<file path="config.mk">
export PLATFORM = sky130hd
export DESIGN_NAME = ddr2_rd_arbiter
export DESIGN_NICKNAME = d
export VERILOG_FILES = /design/src/rtl/ddr2_rd_arb_pkg.sv /design/src/rtl/rr_arbiter.sv /design/src/rtl/ddr2_rd_arbiter.sv
export SDC_FILE = /design/constraint.sdc
export NUM_CORES = 1
export LEC_CHECK = 0
export BUFFER_PORTS_ARGS = -buffer_cell sky130_fd_sc_hd__buf_2
export CAP_MARGIN = 20
export CORE_MARGIN = 4
export CORE_UTILIZATION = 48
export CTS_BUF_LIST = sky130_fd_sc_hd__clkbuf_16
export CTS_CLUSTER_DIAMETER = 200
export CTS_CLUSTER_SIZE = 14
export DETAILED_ROUTE_END_ITERATION = 12
export GPL_TIMING_DRIVEN = 0
export PLACE_DENSITY = 0.79
export SYNTH_ARGS = -nofsm -noshare
export SYNTH_HDL_FRONTEND = slang
export SYNTH_SLANG_ARGS = --single-unit
</file>
<file path="constraint.sdc">
create_clock -name clk -period 2.65 [get_ports clk]
set_input_delay 0.6625 -clock clk [delete_from_list [all_inputs] [get_ports clk]]
set_output_delay 0.6625 -clock clk [all_outputs]
set_load 0.02 [all_outputs]
</file>
<file path="src/rtl/ddr2_rd_arb_pkg.sv">
// Shared types and default widths for the ddr2_mgr read-port arbiter.
package ddr2_rd_arb_pkg;

  typedef enum logic [1:0] {
    StIdle = 2'b00,
    StReq  = 2'b01,
    StXfr  = 2'b10,
    StDone = 2'b11
  } state_e;

  localparam int unsigned DefAddrW      = 25;
  localparam int unsigned DefLenW       = 10;
  localparam int unsigned DefDataW      = 32;
  localparam int unsigned DefTimeoutCyc = 4095;

endpackage

</file>
<file path="src/rtl/rr_arbiter.sv">
// Combinational round-robin pick: first requester at or after the pointer, wrapping.
module rr_arbiter #(
  parameter int unsigned NumReq = 2,
  parameter int unsigned IdxW   = (NumReq > 1) ? $clog2(NumReq) : 1
) (
  input  logic [NumReq-1:0] req_i,
  input  logic [IdxW-1:0]   ptr_i,
  output logic [NumReq-1:0] gnt_o,
  output logic [IdxW-1:0]   idx_o,
  output logic              valid_o
);

  localparam int unsigned CandW = IdxW + 1;

  logic [CandW-1:0] cand;

  always_comb begin
    gnt_o   = '0;
    idx_o   = '0;
    valid_o = 1'b0;
    cand    = '0;
    for (int unsigned off = 0; off < NumReq; off++) begin
      cand = {1'b0, ptr_i} + CandW'(off);
      if (cand >= CandW'(NumReq)) begin
        cand = cand - CandW'(NumReq);
      end
      if (!valid_o && req_i[cand[IdxW-1:0]]) begin
        valid_o = 1'b1;
        idx_o   = cand[IdxW-1:0];
      end
    end
    if (valid_o) begin
      gnt_o[idx_o] = 1'b1;
    end
  end

endmodule

</file>
<file path="src/rtl/ddr2_rd_arbiter.sv">
// Shares the ddr2_mgr read port between NUM_REQ clients, one burst at a time, round-robin,
// with beat counting, overrun dropping and a per-beat watchdog abort.
module ddr2_rd_arbiter
  import ddr2_rd_arb_pkg::*;
#(
  parameter int unsigned NUM_REQ     = 2,
  parameter int unsigned ADDR_W      = DefAddrW,
  parameter int unsigned LEN_W       = DefLenW,
  parameter int unsigned DATA_W      = DefDataW,
  parameter int unsigned TIMEOUT_CYC = DefTimeoutCyc
) (
  input  logic                      clk,
  input  logic                      rst,
  input  logic [NUM_REQ-1:0]        cli_req_i,
  input  logic [NUM_REQ*ADDR_W-1:0] cli_addr_i,
  input  logic [NUM_REQ*LEN_W-1:0]  cli_len_i,
  output logic [NUM_REQ-1:0]        cli_gnt_o,
  output logic [NUM_REQ-1:0]        cli_valid_o,
  output logic [DATA_W-1:0]         cli_data_o,
  output logic [NUM_REQ-1:0]        cli_done_o,
  output logic                      mem_req_o,
  output logic [ADDR_W-1:0]         mem_addr_o,
  output logic [LEN_W-1:0]          mem_len_o,
  input  logic                      mem_grant_i,
  input  logic [DATA_W-1:0]         mem_data_i,
  input  logic                      mem_data_valid_i,
  output logic                      busy_o,
  output logic                      err_timeout_o
);

  localparam int unsigned IdxW   = (NUM_REQ > 1) ? $clog2(NUM_REQ) : 1;
  localparam int unsigned WdW    = $clog2(TIMEOUT_CYC + 1);
  localparam logic [WdW-1:0] WdLast = WdW'(TIMEOUT_CYC - 1);

  state_e             state_q;
  logic [IdxW-1:0]    ptr_q, owner_q;
  logic [NUM_REQ-1:0] owner_oh_q;
  logic [ADDR_W-1:0]  addr_q;
  logic [LEN_W-1:0]   len_q, beat_q;
  logic [WdW-1:0]     wdog_q;
  logic               mem_req_q, err_q;
  logic [NUM_REQ-1:0] gnt_q, valid_q, done_q;
  logic [DATA_W-1:0]  data_q;

  logic [NUM_REQ-1:0] arb_gnt;
  logic [IdxW-1:0]    arb_idx;
  logic               arb_valid;
  logic [ADDR_W-1:0]  sel_addr;
  logic [LEN_W-1:0]   sel_len;

  rr_arbiter #(
    .NumReq (NUM_REQ),
    .IdxW   (IdxW)
  ) u_rr_arbiter (
    .req_i   (cli_req_i),
    .ptr_i   (ptr_q),
    .gnt_o   (arb_gnt),
    .idx_o   (arb_idx),
    .valid_o (arb_valid)
  );

  always_comb begin
    sel_addr = '0;
    sel_len  = '0;
    for (int unsigned i = 0; i < NUM_REQ; i++) begin
      if (arb_gnt[i]) begin
        sel_addr = cli_addr_i[i*ADDR_W +: ADDR_W];
        sel_len  = cli_len_i[i*LEN_W +: LEN_W];
      end
    end
  end

  always_ff @(posedge clk) begin
    if (rst) begin
      state_q    <= StIdle;
      ptr_q      <= '0;
      owner_q    <= '0;
      owner_oh_q <= '0;
      addr_q     <= '0;
      len_q      <= '0;
      beat_q     <= '0;
      wdog_q     <= '0;
      mem_req_q  <= 1'b0;
      err_q      <= 1'b0;
      gnt_q      <= '0;
      valid_q    <= '0;
      done_q     <= '0;
      data_q     <= '0;
    end else begin
      gnt_q   <= '0;
      valid_q <= '0;
      done_q  <= '0;
      unique case (state_q)
        StIdle: begin
          if (arb_valid) begin
            owner_q    <= arb_idx;
            owner_oh_q <= arb_gnt;
            addr_q     <= sel_addr;
            len_q      <= sel_len;
            gnt_q      <= arb_gnt;
            beat_q     <= '0;
            wdog_q     <= '0;
            // Zero-length bursts never touch the memory port.
            if (sel_len == '0) begin
              done_q  <= arb_gnt;
              state_q <= StDone;
            end else begin
              mem_req_q <= 1'b1;
              state_q   <= StReq;
            end
          end
        end
        StReq: begin
          if (mem_grant_i) begin
            mem_req_q <= 1'b0;
            wdog_q    <= '0;
            state_q   <= StXfr;
          end
        end
        StXfr: begin
          // A beat wins over a coinciding watchdog expiry.
          if (mem_data_valid_i) begin
            data_q  <= mem_data_i;
            valid_q <= owner_oh_q;
            beat_q  <= beat_q + 1'b1;
            wdog_q  <= '0;
            if (beat_q + 1'b1 == len_q) begin
              done_q  <= owner_oh_q;
              state_q <= StDone;
            end
          end else if (wdog_q >= WdLast) begin
            err_q   <= 1'b1;
            done_q  <= owner_oh_q;
            state_q <= StDone;
          end else begin
            wdog_q <= wdog_q + 1'b1;
          end
        end
        StDone: begin
          ptr_q   <= (owner_q == IdxW'(NUM_REQ - 1)) ? '0 : owner_q + 1'b1;
          state_q <= StIdle;
        end
        default: state_q <= StIdle;
      endcase
    end
  end

  assign cli_gnt_o     = gnt_q;
  assign cli_valid_o   = valid_q;
  assign cli_data_o    = data_q;
  assign cli_done_o    = done_q;
  assign mem_req_o     = mem_req_q;
  assign mem_addr_o    = addr_q;
  assign mem_len_o     = len_q;
  assign busy_o        = (state_q != StIdle);
  assign err_timeout_o = err_q;

endmodule

</file>
[Yosys cells after proc, flatten, opt, wreduce, memory -nomap -nowiden]
Cells that the tools add are included.
Storage, ports and cells
  output and inout port bits: 76
  word-level logic and storage cells: 103
  register bits after elaboration: 103
  input port bits: 108
Operators by class
  magnitude comparators: 7
  reductions and logical operators: 18
  bitwise operators: 4
  muxes and demuxes: 43
  add/subtract/negate cells: 6
  equality and inequality tests: 11
Operators with widths (number)
  25-bit two-way mux: 2
  12-bit two-way mux: 4
  10-bit two-way mux: 4
  12-bit case mux with 3 select lines: 1
  2-bit two-way mux: 12
  10-bit case mux with 2 select lines: 1
  1-bit two-way mux: 15
  12-bit by 1-bit adder with 12-bit output (second input constant): 1
  12-bit greater-or-equal comparator (second input constant): 1
  4-bit AND reduction: 3
  10-bit by 1-bit adder with 10-bit output (second input constant): 1
  10-bit == test: 1
  10-bit zero test: 1
  3-bit != test (second input constant): 3
  2-bit != test (second input constant): 4
  2-bit case mux with 4 select lines: 1
  1-bit by 2-bit < comparator with 1-bit output (second input constant): 3
  3-bit AND reduction: 2
  2-bit nonzero test: 3
  3-bit OR reduction: 2
  2-bit == test (second input constant): 2
  1-bit NOT: 4
  2-bit case mux with 2 select lines: 1
  2-bit AND reduction: 2
  13 further kinds: 15

[Depth between registers and ports, before layout]
  depth in word-level cells: 19
  mapped depth: 11
  depth with buffers taken out: 9

[Modules after synthesis]
A second synthesis with hierarchy kept.
Unflattened totals
  cells, all modules: 529
  area, all modules: 4416.7 um^2
By module, submodules not included
  ddr2_rd_arbiter: sequential area each 2062.0 um^2, area an instance 4384.2 um^2, cells an instance 524, instances 1
  rr_arbiter: sequential area each 0.0 um^2, area an instance 32.5 um^2, cells an instance 5, instances 1

[Least setup slack after synthesis]
No wires, ideal clock.
  kind: input port to flip-flop
  start point: input cli_req_i[1]
  end point: register wdog_q[9]
  data arrival time: 2042 ps
  path buffers: 1
  library setup time: 128 ps
  path slack: 480 ps
  required time: 2522 ps
  stages: 8
  cell sequence: buf_2 -> or3b_2 -> o21ai_4 -> a211oi_4 -> and3_1 -> nand4_1 -> xor2_1 -> nor2_1
Between the ends
  longest elaborated chain between the ends: 8
  elaborated cells between the ends (all ways): 10
  those cells by class: 1 x eq/ne; 6 x mux; 3 x reduce/logical
Ends and longest elaborated chain
  start: declaration: RTL line ddr2_rd_arbiter.sv:14  | input logic [NUM_REQ-1:0] cli_req_i,
  1-bit two-way mux (implied by the code) (2 in series): RTL line rr_arbiter.sv:27  | if (!valid_o && req_i[cand[IdxW-1:0]]) begin
  1-bit two-way mux: RTL line rr_arbiter.sv:27
  1-bit zero test: RTL line rr_arbiter.sv:27
  1-bit logical AND: RTL line rr_arbiter.sv:27
  1-bit two-way mux *: RTL line rr_arbiter.sv:27
  2-bit != test (no source line) *
  4-bit AND reduction (no source line) *
  end signal: assignment: RTL line ddr2_rd_arbiter.sv:136  | wdog_q <= wdog_q + 1'b1;
  end: declaration: RTL line ddr2_rd_arbiter.sv:40  | logic [WdW-1:0] wdog_q;
Mark *: on every way between the ends. The rest lies on a longest branch, timed or not. The select of a mux whose other input is x is not followed.
A chain may end at the register's enable or synchronous reset.

[Worst setup path after layout]
  start point: register beat_q[1]
  end point: register state_q[1]
Between the ends
  longest elaborated chain between the ends: 4
Ends and longest elaborated chain
  start: declaration: RTL line ddr2_rd_arbiter.sv:39  | logic [LEN_W-1:0] len_q, beat_q;
  start signal: assignment: RTL line ddr2_rd_arbiter.sv:125  | beat_q <= beat_q + 1'b1;
  10-bit by 1-bit adder with 10-bit output: RTL line ddr2_rd_arbiter.sv:127  | if (beat_q + 1'b1 == len_q) begin
  10-bit == test: RTL line ddr2_rd_arbiter.sv:127
  3-bit != test (no source line)
  4-bit AND reduction (no source line)
  end signal: assignment: RTL line ddr2_rd_arbiter.sv:129  | state_q <= StDone;
  end signal: assignment: RTL line ddr2_rd_arbiter.sv:134  | state_q <= StDone;
  end signal: assignment: RTL line ddr2_rd_arbiter.sv:141  | state_q <= StIdle;
  end: declaration: RTL line ddr2_rd_arbiter.sv:35  | state_e state_q;
No other way between the ends.

==> results.md <==
Setup path:
- In this run the worst path has a maximum fanout of 10.
- The worst setup path category is reg -> reg.
- The worst setup path is launched from a flip-flop.
- Among all stages on the critical path, the largest delay is contributed by dfxtp_1.
- For the worst setup path, the data arrival time is 2.75 ns.
- On the worst path, the slowest cell contributes a delay of 0.41 ns.
- The number of buffer and inverter stages on the critical path is 1.
- The cell family contributing the most delay on the critical path is compound AO/OA/AOI/OAI gates.
- The kind of end point of the critical path is a flip-flop.
- The signal on the critical path passes through ha_1 -> buf_2 -> nand4_1 -> or2_2 -> o31ai_1 -> a211o_1 -> a32oi_2 -> and2_1 -> o221a_1.
- STA puts the critical path data required time at 2.88 ns.

Clock network:
- The clock net in this run drives a total of 103 sinks.
- The number of clock buffers added by TritonCTS is 9.
- The clock slew at the register clock pins of the worst setup and hold paths is 0.07 ns.
- CTS built an H-tree with a depth of 3.
- TritonCTS built the clock tree.
- Once the clock tree was built, the setup fixing pass inserted 0 buffers.
- No sink is reached through more buffers than the 2 on the longest clock path.
- In this run the clock root is driven by a clkbuf_16.
- The clock network latency to the later pin of the worst-skew pair is 0.35 ns.

STA:
- The final cycle utilization of the critical path is 94.94%.
- The final count of hold timing violations was 0.
- The clock period could shrink to 2.516 ns.
- The worst setup slack after layout is 0.1341 ns.
- Headroom to the max-slew limit came out at 47.51%.
- Adding up every negative setup slack in the final design gives 0 ns.
- Based on the critical path, the design can be clocked at up to 397.5 MHz.
- The number of slew-limit violations in the final report was 0.
- Across the routed clock network, the largest skew measured is 0.008454 ns.
- Setup repair after global routing left no endpoint under its margin.
- Setup violations remaining at the end of the flow were counted as 0.
- The transition time of the tightest slew-check pin is 0.7814 ns.

Detailed routing:
- The first TritonRoute pass finished after 5 iterations.
- After detailed routing, the number of remaining DRC violations is 0.
- Detailed routing inserted a total of 4,797 vias.
- Dividing the detail-routed via count by the number of cells gives 5.433.
- The count of routing violations after the opening detailed-route iteration is 238.
- The routed wire length is 14,040 microns.
- The number of routed nets with antenna violations is 0.
- After detailed routing, the average wire length per cell comes to 15.90 microns.

Synthesis:
- The share of the yosys chip area belonging to registers is 45.08%.
- Counting flops with a built-in enable in the synthesized netlist gives 0.
- The largest total area in the synthesized netlist belongs to dfxtp_1.
- The number of nets handed over by synthesis was 673.
- Averaged over all synthesized cells, the footprint is 8.198 sq um.
- The fraction of post-synthesis cell area in the top cell type by area is 45.08%.
- Sorting the synthesized cells by area gives the leading types as dfxtp_1 45%, nand2_1 10%, nor2_1 5.4%, a21oi_1 5.0%, a311oi_1 4.4%.
- The fraction of registers with async set/reset is 0%.
- The cell count after synthesis came out at 558.
- The number of distinct library cell variants in the gate-level netlist after synthesis is 63.
- The synthesized flop and latch total is 103.
- The total of warnings raised by yosys is 0.
- For this run, the leading register cell type out of synthesis is dfxtp_1.
- The cell area that synthesis handed to floorplanning was 4574 sq um.

Global route:
- Global routing finished with a remaining overflow of 0.
- The number of global-route vias before repair is 4,639.
- The global-route wire length before repair is 22,190 microns.
- The number of antenna violations at the first check in global routing is 0.
- The pin count of the biggest net entering global routing is 19.
- Global routing consumed, over all layers together, 24.43% of the routing resources.

Cells and area:
- The number of diodes added for antenna fixing is 0.
- The post-route netlist has 29.18% of its cells at a drive strength greater than 1.
- At the end of the flow, the number of nets in the layout was 865.
- At the end of the flow the core is filled with cells to 64.33%.
- The number of fill cells is 810.
- The area growth from synthesis to layout is 29.95%.

Floorplanning:
- From left edge to right edge, the die measures 105.6 microns.
- The number of standard-cell rows in the floorplan is 35.
- 184 I/O pins were placed.
- The starting density of the core is 49.51%.
- The die height is 105.6 microns.
- The area enclosed by the die boundary is 11,160 sq um.
- The area of the core region is 9240 sq um.

Status:
- The flow ran to the end, and the final reports show no timing, DRC or antenna violations.

Worst hold path:
- The class of the worst hold path is reg -> reg.

Placement:
- The post-detailed-placement half-perimeter wirelength is 10,980 microns.
- At the placement stage, the worst setup path has a slack of 0.1457 ns.
- During placement, the flow inserted port buffers numbering 181.
- The weighted congestion reported at the end of routability-driven placement is 0.8952.

Power:
- Across the VDD grid, the largest voltage drop is 612.9 uV.
- Summed over all cells, the static leakage comes to 2.683 nW.
- The total power is 5.538 mW.
- Power spread over the standard cell area amounts to 931.6 nW/um^2.

Job:
- The number of maximum-capacitance violations is 0.
==> cell usage after synthesis (2+ instances only) <==
cell      number
nor4_4         2
nor2_1        66
nor4_1         2
a22o_1         2
xnor2_1        7
ha_1           7
buf_1          4
buf_2          5
a222oi_1       4
nand3_1        7
dfxtp_1      103
and3_1         6
nand4_1        7
mux2i_1        2
a32oi_1        4
a22oi_1        4
nor3_1         9
or3_1          2
a311oi_1      23
a21o_1         3
and2_1         3
o21ai_0       16
nand2b_1       2
a21oi_1       46
xor2_1        11
nand2_1      127
or4_1          2
o31ai_1        2
nor2b_1        2
inv_1         16
clkbuf_1      24
a211oi_1       7
==> state kept, by name (all words and copies together), names as in the netlist <==
register / flops
cli_data_o: 32
mem_addr_o: 25
wdog_q: 12
beat_q: 10
mem_len_o: 10
cli_done_o: 2
cli_gnt_o: 2
cli_valid_o: 2
owner_oh_q: 2
state_q: 2
err_timeout_o: 1
mem_req_o: 1
owner_q: 1
ptr_q: 1
==> routing by layer <==
| metal | track usage (%) | up-vias | share of wire (%) |
|---|---|---|---|
| li1 | - | 2329 | - |
| met1 | 28.03 | 2236 | 39 |
| met2 | 42.71 | 199 | 51 |
| met3 | 6.307 | 33 | 7.7 |
| met4 | 10.73 | 0 | 2.7 |
| met5 | 0 | - | 0 |
==> worst register-to-register path: stages (launching register included) <==
cell and delay, ns:
dfxtp_1 0.41, ha_1 0.17, buf_2 0.21, nand4_1 0.22, or2_2 0.38, o31ai_1 0.26, a211o_1 0.21, a32oi_2 0.15
and2_1 0.20, o221a_1 0.20
==> cell type report <==
type	count	area, sq um	area share, %
multi-input cells	404	2303	38.75
flip-flops and latches	103	2063	34.71
repair buffers	181	905.9	15.24
clock buffers	9	225.2	3.789
well taps	129	161.4	2.715
plain buffers	35	148.9	2.505
clock inverters	6	76.32	1.284
inverters	16	60.06	1.010
==> power breakdown <==
part / leakage, nW / internal (mW) / switching, mW / total (mW)
logic: 1.69 / 0.729 / 1.38 / 2.11
clock network: 0.148 / 0.745 / 0.617 / 1.36
registers: 0.841 / 1.84 / 0.227 / 2.06
total: 2.68 / 3.31 / 2.23 / 5.54
==> cell families after synthesis <==
kind of cell / count (synthesis) / share of synthesized area, %
adder cells (fa/ha/maj): 7 / 1.915
AO/OA/AOI/OAI: 129 / 19.97
XOR/XNOR: 19 / 3.802
buffers and inverters: 51 / 4.568
flip-flops: 103 / 45.08
AND/OR/NAND/NOR: 247 / 24.23
multiplexers: 2 / 0.4377
==> path summary, 6_finish.rpt <==
path | to | slack [ns] | cells after the start | start
hold reg to reg | cli_data_o[29]$_SDFFE_PP0P_ | 0.45 | 2 | cli_data_o[29]$_SDFFE_PP0P_
setup reg to reg | state_q[1]$_SDFFE_PP0P_ | 0.13 | 9 | beat_q[1]$_SDFFE_PP0P_
hold / removal | cli_data_o[29]$_SDFFE_PP0P_ | 0.45 | 2 | cli_data_o[29]$_SDFFE_PP0P_
setup / recovery | state_q[1]$_SDFFE_PP0P_ | 0.13 | 9 | beat_q[1]$_SDFFE_PP0P_
==> stage by stage <==
step / instances / instance area, sq um / hold WS, ns
finish: 883 / 5944 / 0.4516
global route: 883 / 5944 / 0.4795
CTS: 883 / 5943 / 0.4569
detailed placement: 868 / 5642 / 0.4470
global placement: 868 / 5642 / 0.4382
floorplan: 558 / 4574 / 0.4265
==> cells in the final DEF (no fill, tap or decap), drive strengths merged, types with 5 or more instances in the layout <==
cell and instances:
buf 192, nand2 127, dfxtp 103, nor2 67, a21oi 47, clkbuf 33, a311oi 23, inv 19
o21ai 18, xor2 11, nor3 9, a211oi 8, xnor2 8, nand4 8, nand3 8, ha 7
and3 6, a32oi 5, nor4 5
==> timing repair <==
item,4_1_cts,5_1_grt
endpoints found under the hold margin,0,0
hold buffers,0,0
endpoints found under the setup margin,0,1
resized for setup,0,1
(Power assumes the default switching activity.)
